===== config.mk =====
export PLATFORM = sky130hd
export DESIGN_NAME = inst_fetch_buf
export DESIGN_NICKNAME = d
export VERILOG_FILES = /design/src/rtl/inst_fetch_buf.sv
export SDC_FILE = /design/constraint.sdc
export NUM_CORES = 1
export LEC_CHECK = 0
export CAP_MARGIN = 20
export CORE_UTILIZATION = 40
export CTS_BUF_LIST = sky130_fd_sc_hd__clkbuf_4
export CTS_CLUSTER_SIZE = 24
export DETAILED_ROUTE_END_ITERATION = 8
export PLACE_DENSITY = 0.63
export SLEW_MARGIN = 0
export SYNTH_ARGS = -nofsm -noshare
export SYNTH_HDL_FRONTEND = slang
export SYNTH_SLANG_ARGS = --single-unit
export TNS_END_PERCENT = 1

===== constraint.sdc =====
create_clock -name clk -period 4.1 [get_ports clk]
set_input_delay 0.82 -clock clk [delete_from_list [all_inputs] [get_ports clk]]
set_output_delay 0.82 -clock clk [all_outputs]
set_load 0.005 [all_outputs]

===== src/rtl/inst_fetch_buf.sv =====
// Instruction prefetch FIFO with registered IF/ID output stage.
// Optional INST_FETCH_BUF_BYPASS_EN: empty-queue push goes straight to id_* (1-edge latency).
module inst_fetch_buf #(
   parameter int DEPTH = 4,
   parameter int PTR_W = 2
) (
   input  logic             clk,
   input  logic             rst,
   input  logic             flush_i,
   input  logic             id_stall_i,
   input  logic             fetch_valid_i,
   input  logic [31:0]      fetch_pc_i,
   input  logic [31:0]      fetch_inst_i,
   output logic             fetch_ready_o,
   output logic [31:0]      id_pc_o,
   output logic [31:0]      id_inst_o,
   output logic             id_valid_o,
   output logic [PTR_W:0]   count_o
);

   logic [63:0]    mem_q [DEPTH];
   logic [63:0]    mem_d [DEPTH];
   logic [PTR_W-1:0] rd_ptr_q, rd_ptr_d;
   logic [PTR_W-1:0] wr_ptr_q, wr_ptr_d;
   logic [PTR_W:0]   count_q, count_d;
   logic [31:0]    id_pc_q, id_pc_d;
   logic [31:0]    id_inst_q, id_inst_d;
   logic           id_valid_q, id_valid_d;

   logic full, push, take, pop, byp, wr;

   always_comb begin
      full          = (count_q == (PTR_W+1)'(DEPTH));
      fetch_ready_o = rst && !flush_i && !full;
      push          = fetch_valid_i && fetch_ready_o;
      take          = !flush_i && !id_stall_i;
      pop           = take && (count_q != '0);
`ifdef INST_FETCH_BUF_BYPASS_EN
      byp           = take && (count_q == '0) && push;
`else
      byp           = 1'b0;
`endif
      wr            = push && !byp;
   end

   always_comb begin
      mem_d      = mem_q;
      rd_ptr_d   = rd_ptr_q;
      wr_ptr_d   = wr_ptr_q;
      count_d    = count_q;
      id_pc_d    = id_pc_q;
      id_inst_d  = id_inst_q;
      id_valid_d = id_valid_q;
      if (flush_i) begin
         rd_ptr_d   = '0;
         wr_ptr_d   = '0;
         count_d    = '0;
         id_pc_d    = '0;
         id_inst_d  = '0;
         id_valid_d = 1'b0;
      end else begin
         if (wr) begin
            mem_d[wr_ptr_q] = {fetch_pc_i, fetch_inst_i};
            wr_ptr_d        = wr_ptr_q + 1'b1;
         end
         if (pop) begin
            {id_pc_d, id_inst_d} = mem_q[rd_ptr_q];
            id_valid_d           = 1'b1;
            rd_ptr_d             = rd_ptr_q + 1'b1;
         end else if (byp) begin
            id_pc_d    = fetch_pc_i;
            id_inst_d  = fetch_inst_i;
            id_valid_d = 1'b1;
         end else if (take) begin
            id_pc_d    = '0;
            id_inst_d  = '0;
            id_valid_d = 1'b0;
         end
         count_d = count_q + (PTR_W+1)'(wr) - (PTR_W+1)'(pop);
      end
   end

   always_ff @(posedge clk) begin
      if (!rst) begin
         rd_ptr_q   <= '0;
         wr_ptr_q   <= '0;
         count_q    <= '0;
         id_pc_q    <= '0;
         id_inst_q  <= '0;
         id_valid_q <= 1'b0;
      end else begin
         rd_ptr_q   <= rd_ptr_d;
         wr_ptr_q   <= wr_ptr_d;
         count_q    <= count_d;
         id_pc_q    <= id_pc_d;
         id_inst_q  <= id_inst_d;
         id_valid_q <= id_valid_d;
      end
   end

   // Storage contents are don't-care after reset, so no reset term here.
   always_ff @(posedge clk) begin
      mem_q <= mem_d;
   end

   assign id_pc_o    = id_pc_q;
   assign id_inst_o  = id_inst_q;
   assign id_valid_o = id_valid_q;
   assign count_o    = count_q;

endmodule


==> results.ini, run 1 <==
[pwr]
ir_worst_vdd_uv=170
leakage_nw=4.84
p_per_area_mw_per_mm2=467

[sta]
timing.final.crit_period_ns=3.14
setup_viol=0
finalMaxSlewViolations=0
tightest_slew_ns=1.03
hold_ws_ns=0.476
maxSlewHeadroom_pct=31.3
clock_skew_ns=0.0392
max_clock_freq_ghz=0.318
rsz0062_at_grt=no
hold_viol=0
tns_ns=0
fin_crit_sh_pct=76.7

[place]
dpl.hpwl_um=13400
gp_congestion=0.732
dp.cells=1032
io_buffers=137

[min_path]
hold_class=register to register
worstHoldStart=id_inst_o[5]$_SDFFE_PP0P_

[critical_path]
end_kind=output pin
critPathMostFrequentCell=clkdlybuf4s50_1
r2r_setup_slack_ns=1.65
required_ns=3.28
path_max_fanout=7
crit_chain=clkdlybuf4s50_1 -> nor2b_1 -> buf_4 -> and2_1 -> clkdlybuf4s50_1
critPathSlowestCell=clkdlybuf4s50_1
cp-startpoint=rst
cp.arrival_ns=2.32
startpoint_type=primary input
critical_path_class=primary input to output pin
max_stage_delay_ns=0.51
r2r_start=count_o[1]$_SDFF_PP0_

[yosys]
syn_inst=530
ys_seq_elements=328
synth.distinct_cells=31
ys_warn_count=0
syn_nets=606
synth_top_cell_by_area=edfxtp_1
synth_top_area_share_pct=65.9
syn_area_mm2=0.0117
synthTopCellsByArea=edfxtp_1 (66%), dfxtp_1 (12%), mux4_2 (12%)
syn_area_per_cell_um2=22.0
seq_area_frac_synth_pct=78.3

[die]
placementRows=62
start_util_pct=40.6
core_mm2=0.0287
ios=138
die_area_mm2=0.0298
fp.dieH_um=173
dieWidth_um=173

[routing]
ant_nets=0
drt-wirelength-per-cell_um=19.5
drt-pass1-iter-count=4
dr_total_vias=5947
dr.first_iter.drc_count=306
drc=0
viasPerCell=5.00
wl_um=23200

[clocking]
cts_sinks=328
cts_hold_buf=0
clock_latency_ns=0.68
numCtsBuffers=84
root_buffer=clkbuf_4
clk_pin_slew_worst_paths_ns=0.06
cts_tree=built
h-tree-depth=3
clk_path_buf_depth=3
cts_resized=0
cts_setup_buffers=0

[final_layout]
drive_gt1_share_pct=27.4
layout_common_cells=edfxtp_1 (256), clkdlybuf4s50_1 (137), clkbuf_4 (122)
final_common_cell=edfxtp_1
fin_cells=1189
syn2layout_area_growth_pct=25.9
nets=810

[global_routing]
grt_pass1_vias=6530
antenna_found_initial=3
globalRouteTotalUtil_pct=16.2
overflow=0
grt_pass1_wl_um=36800
grt_max_degree=67

[status]
outcome=finished clean

[flow_run]
cap_violations=0

==> layout make-up <==
type | instances | area [µm²]
fillers | 2351 | 14000
well taps | 384 | 480
inverters | 7 | 26.3
repair buffers | 147 | 1500
flip-flops and latches | 328 | 9140
clock buffers | 122 | 916
clock inverters | 33 | 288
diodes | 2 | 5.00
multi-input cells | 166 | 2330
==> stage by stage <==
step	instance area (µm²)	util (%)	setup WS, ns	total power, mW
detailed placement	13500	46.9	0.697	3.88
floorplan	11700	-	0.696	3.76
global placement	13500	46.9	0.910	3.88
finish	14700	51.1	0.956	6.85
global route	14700	51.1	0.891	7.14
CTS	14700	51.1	0.976	6.95
==> power by group <==
group	switching (mW)	total, mW	internal [mW]
Sequential	0.0111	3.62	3.61
Combinational	0.0879	0.186	0.0979
Clock	1.29	3.04	1.75
==> routing by layer <==
metal	GRT usage (%)	up-vias	routed length, µm	part of all wire, %
met5	0	-	12	0.052
met4	6.16	2	286	1.2
met3	5.63	25	1530	6.6
met2	26.2	193	11400	49
met1	20.2	3041	9970	43
li1	-	2686	-	-
==> critical path: cells and delay by family <==
family / cells / cell delay (ns)
buffers and inverters: 3 / 1.17
AND/OR/NAND/NOR: 2 / 0.33
==> Yosys cell counts <==
cell      count
a21oi_1       1
a22o_1       64
a31o_2        1
and2_1        9
and3_1        1
buf_1         1
buf_12        3
buf_2        16
buf_6         1
clkbuf_1      8
dfxtp_1      72
edfxtp_1    256
fa_1          1
ha_1          6
inv_1         7
mux2_4        1
mux2i_1       1
mux4_2       64
nand2_1       1
nand2b_1      1
nor2_1        4
nor2b_1       1
nor3_2        1
nor3_4        1
o21a_1        1
o21ai_0       1
o311a_1       1
or2_2         1
or3_1         1
or3b_1        1
xnor2_1       2
==> worst paths after layout <==
path | end | cells past startpoint
max | fetch_ready_o | 5
min | id_inst_o[5]$_SDFFE_PP0P_ | 1
max reg2reg | count_o[2]$_SDFF_PP0_ | 10
min reg2reg | id_inst_o[5]$_SDFFE_PP0P_ | 1
==> cell families (layout without fill, tap and decap cells) <==
| group | after synthesis | in the layout | synth area share (%) |
|---|---|---|---|
| fa+ha+maj | 7 | 7 | 0.816 |
| other cells | 0 | 2 | 0 |
| buf+inv | 36 | 309 | 1.81 |
| flops | 328 | 328 | 78.3 |
| xor+xnor | 2 | 2 | 0.150 |
| simple gates | 22 | 22 | 1.21 |
| mux | 66 | 66 | 12.6 |
| compound gates | 69 | 69 | 5.12 |
==> sequential cells by signal, summed over array words and instances, names as in the netlist <==
| register | flops |
|---|---|
| count_o | 3 |
| id_inst_o | 32 |
| id_pc_o | 32 |
| id_valid_o | 1 |
| mem_q | 256 |
| rd_ptr_q | 2 |
| wr_ptr_q | 2 |
(Power assumes the default switching activity.)
==> run 2: changes to the inputs <==
clock period = 3.07 ns   (was 4.1 ns; I/O delays follow)
==> results.ini, run 2 (same netlist as run 1, synthesis figures left out) <==
[final_layout]
drive_gt1_share_pct=27.5  ; +0.15 points
seqCellArea_mm2=0.00914  ; unchanged
nets=816  ; +0.74%
final_common_cell=edfxtp_1
largest_reg_flops=256  ; unchanged
final_util_pct=51.1  ; about the same
multi_input_area_mm2=0.00233  ; about the same
regMostFlops=mem_q
syn2layout_area_growth_pct=25.8  ; about the same
layout_common_cells=edfxtp_1 (256), clkdlybuf4s50_1 (137), clkbuf_4 (127)
fin_cells=1191  ; +0.17%
nFillCells=2360  ; +0.38%

[global_routing]
antenna_found_initial=2  ; -1
globalRouteTotalUtil_pct=16.1  ; -0.15 points
grt_max_degree=65  ; -3.0%
grt_pass1_wl_um=36700  ; -0.41%
grt_pass1_vias=6623  ; +1.4%
overflow=0  ; unchanged

[sta]
hold_viol=0  ; unchanged
finalMaxSlewViolations=0  ; unchanged
setup_viol=0  ; unchanged
max_clock_freq_ghz=0.375
worst_slack_ns=0.405  ; -0.551 ns
hold_ws_ns=0.481  ; +0.00455 ns
clock_skew_ns=0.0363  ; -0.00291 ns
maxSlewHeadroom_pct=49.4  ; +18 points
fin_crit_sh_pct=86.8
rsz0062_at_grt=no
timing.final.crit_period_ns=2.66
tightest_slew_ns=0.759  ; -0.271 ns

[clocking]
cts_setup_buffers=0  ; unchanged
cts_resized=0  ; unchanged
cts_hold_buf=0  ; unchanged
h-tree-depth=3  ; unchanged
numCtsBuffers=83  ; -1.2%
cts_sinks=328  ; unchanged
root_buffer=clkbuf_4
clk_path_buf_depth=3  ; unchanged
clk_pin_slew_worst_paths_ns=0.06  ; about the same
cts_tree=built
clock_latency_ns=0.65  ; -0.03 ns

[routing]
ant_nets=0  ; unchanged
drt-wirelength-per-cell_um=19.5  ; about the same
dr.first_iter.drc_count=369  ; +21%
route.met3.wl_um=1400  ; -8.1%
route.layer.met1.wl_um=9500  ; -4.8%
drt-pass1-iter-count=4  ; unchanged
wl_met2_um=11800  ; +3.4%
viasPerCell=5.01  ; about the same
top_layer=met4
wl_um=23300  ; +0.19%
drc=0  ; unchanged
dr_total_vias=5962  ; +0.25%

[die]
core_mm2=0.0287  ; unchanged
dieWidth_um=173  ; unchanged
placementRows=62  ; unchanged
start_util_pct=40.6  ; unchanged
die_area_mm2=0.0298  ; unchanged
fp.dieH_um=173  ; unchanged
ios=138  ; unchanged

[pwr]
leakage_nw=4.82  ; -0.34%
ir_worst_vdd_uv=249  ; +46%
p_per_area_mw_per_mm2=588  ; +26%
p_total_mw=8.62  ; +26%

[critical_path]
startpoint_type=register
critical_path_class=register to output pin
end_kind=output pin
required_ns=2.46  ; -0.82 ns
cp_top_family=simple AND/OR/NAND/NOR gates
critPathSlowestCell=clkdlybuf4s50_1
path_buf_inv=1  ; -2
crit_chain=or3b_1 -> and2_1 -> clkdlybuf4s50_1
path_max_fanout=4  ; -3
r2r_start=count_o[1]$_SDFF_PP0_
cp-startpoint=count_o[2]$_SDFF_PP0_
max_stage_delay_ns=0.45  ; -0.06 ns
r2r_setup_slack_ns=0.69  ; -0.96 ns
cp.arrival_ns=2.05  ; -0.27 ns

[min_path]
hold_class=register to register
worstHoldStart=id_pc_o[30]$_SDFFE_PP0P_

[place]
dp_slack_ns=0.0998  ; -0.597 ns
gp_congestion=0.778  ; +6.3%
dpl.hpwl_um=13800  ; +2.9%
dp.cells=1039  ; +0.68%
io_buffers=137  ; unchanged

[flow_run]
cap_violations=0  ; unchanged

[status]
outcome=finished clean

## run 2: changes by cell type in the layout (fill, tap and decap cells not counted)
| cell | change |
|---|---|
| clkinv_1 | +1 |
| buf_4 | -1 |
| clkinv_2 | -4 |
| clkbuf_4 | +5 |
| and2_4 | -1 |
| bufinv_16 | -6 |
| and2_2 | +1 |
| buf_12 | +8 |
| diode_2 | -1 |
## run 2: final timing paths
check	endpoint	cells past startpoint
setup / recovery	fetch_ready_o	3
hold / removal	id_pc_o[30]$_SDFFE_PP0P_	1
setup reg to reg	count_o[2]$_SDFF_PP0_	9
hold reg to reg	id_pc_o[30]$_SDFFE_PP0P_	1
## run 2: per-stage QoR
stage	setup TNS (ns)	cell area [µm²]
finish	0	14700
global route	0	14700
CTS	0	14700
detailed placement	0	13600
global placement	0	13600
floorplan	-16.41	11700
## run 2: area by class of cell
type	count	share of cell area, %
timing repair buffer	154	11.2
tap	384	3.28
inverter	7	0.179
antenna	1	0.0171
clock buffer	127	6.50
clock inverter	24	0.623
multi-input combinational	166	15.9
sequential	328	62.3
## run 2: per-layer routing
layer  up-vias  global-route usage (%)
met5         -                       0
met4         0                    6.56
met3        55                    4.71
met2       195                    27.3
met1      3024                    19.2
li1       2688                       -
## run 2: power breakdown
part / switching, mW / leakage (nW) / total [mW] / internal, mW
clock: 1.64 / 0.627 / 3.52 / 1.88
sequential: 0.0150 / 2.89 / 4.84 / 4.83
combinational: 0.119 / 1.30 / 0.256 / 0.137
total: 1.77 / 4.82 / 8.62 / 6.85
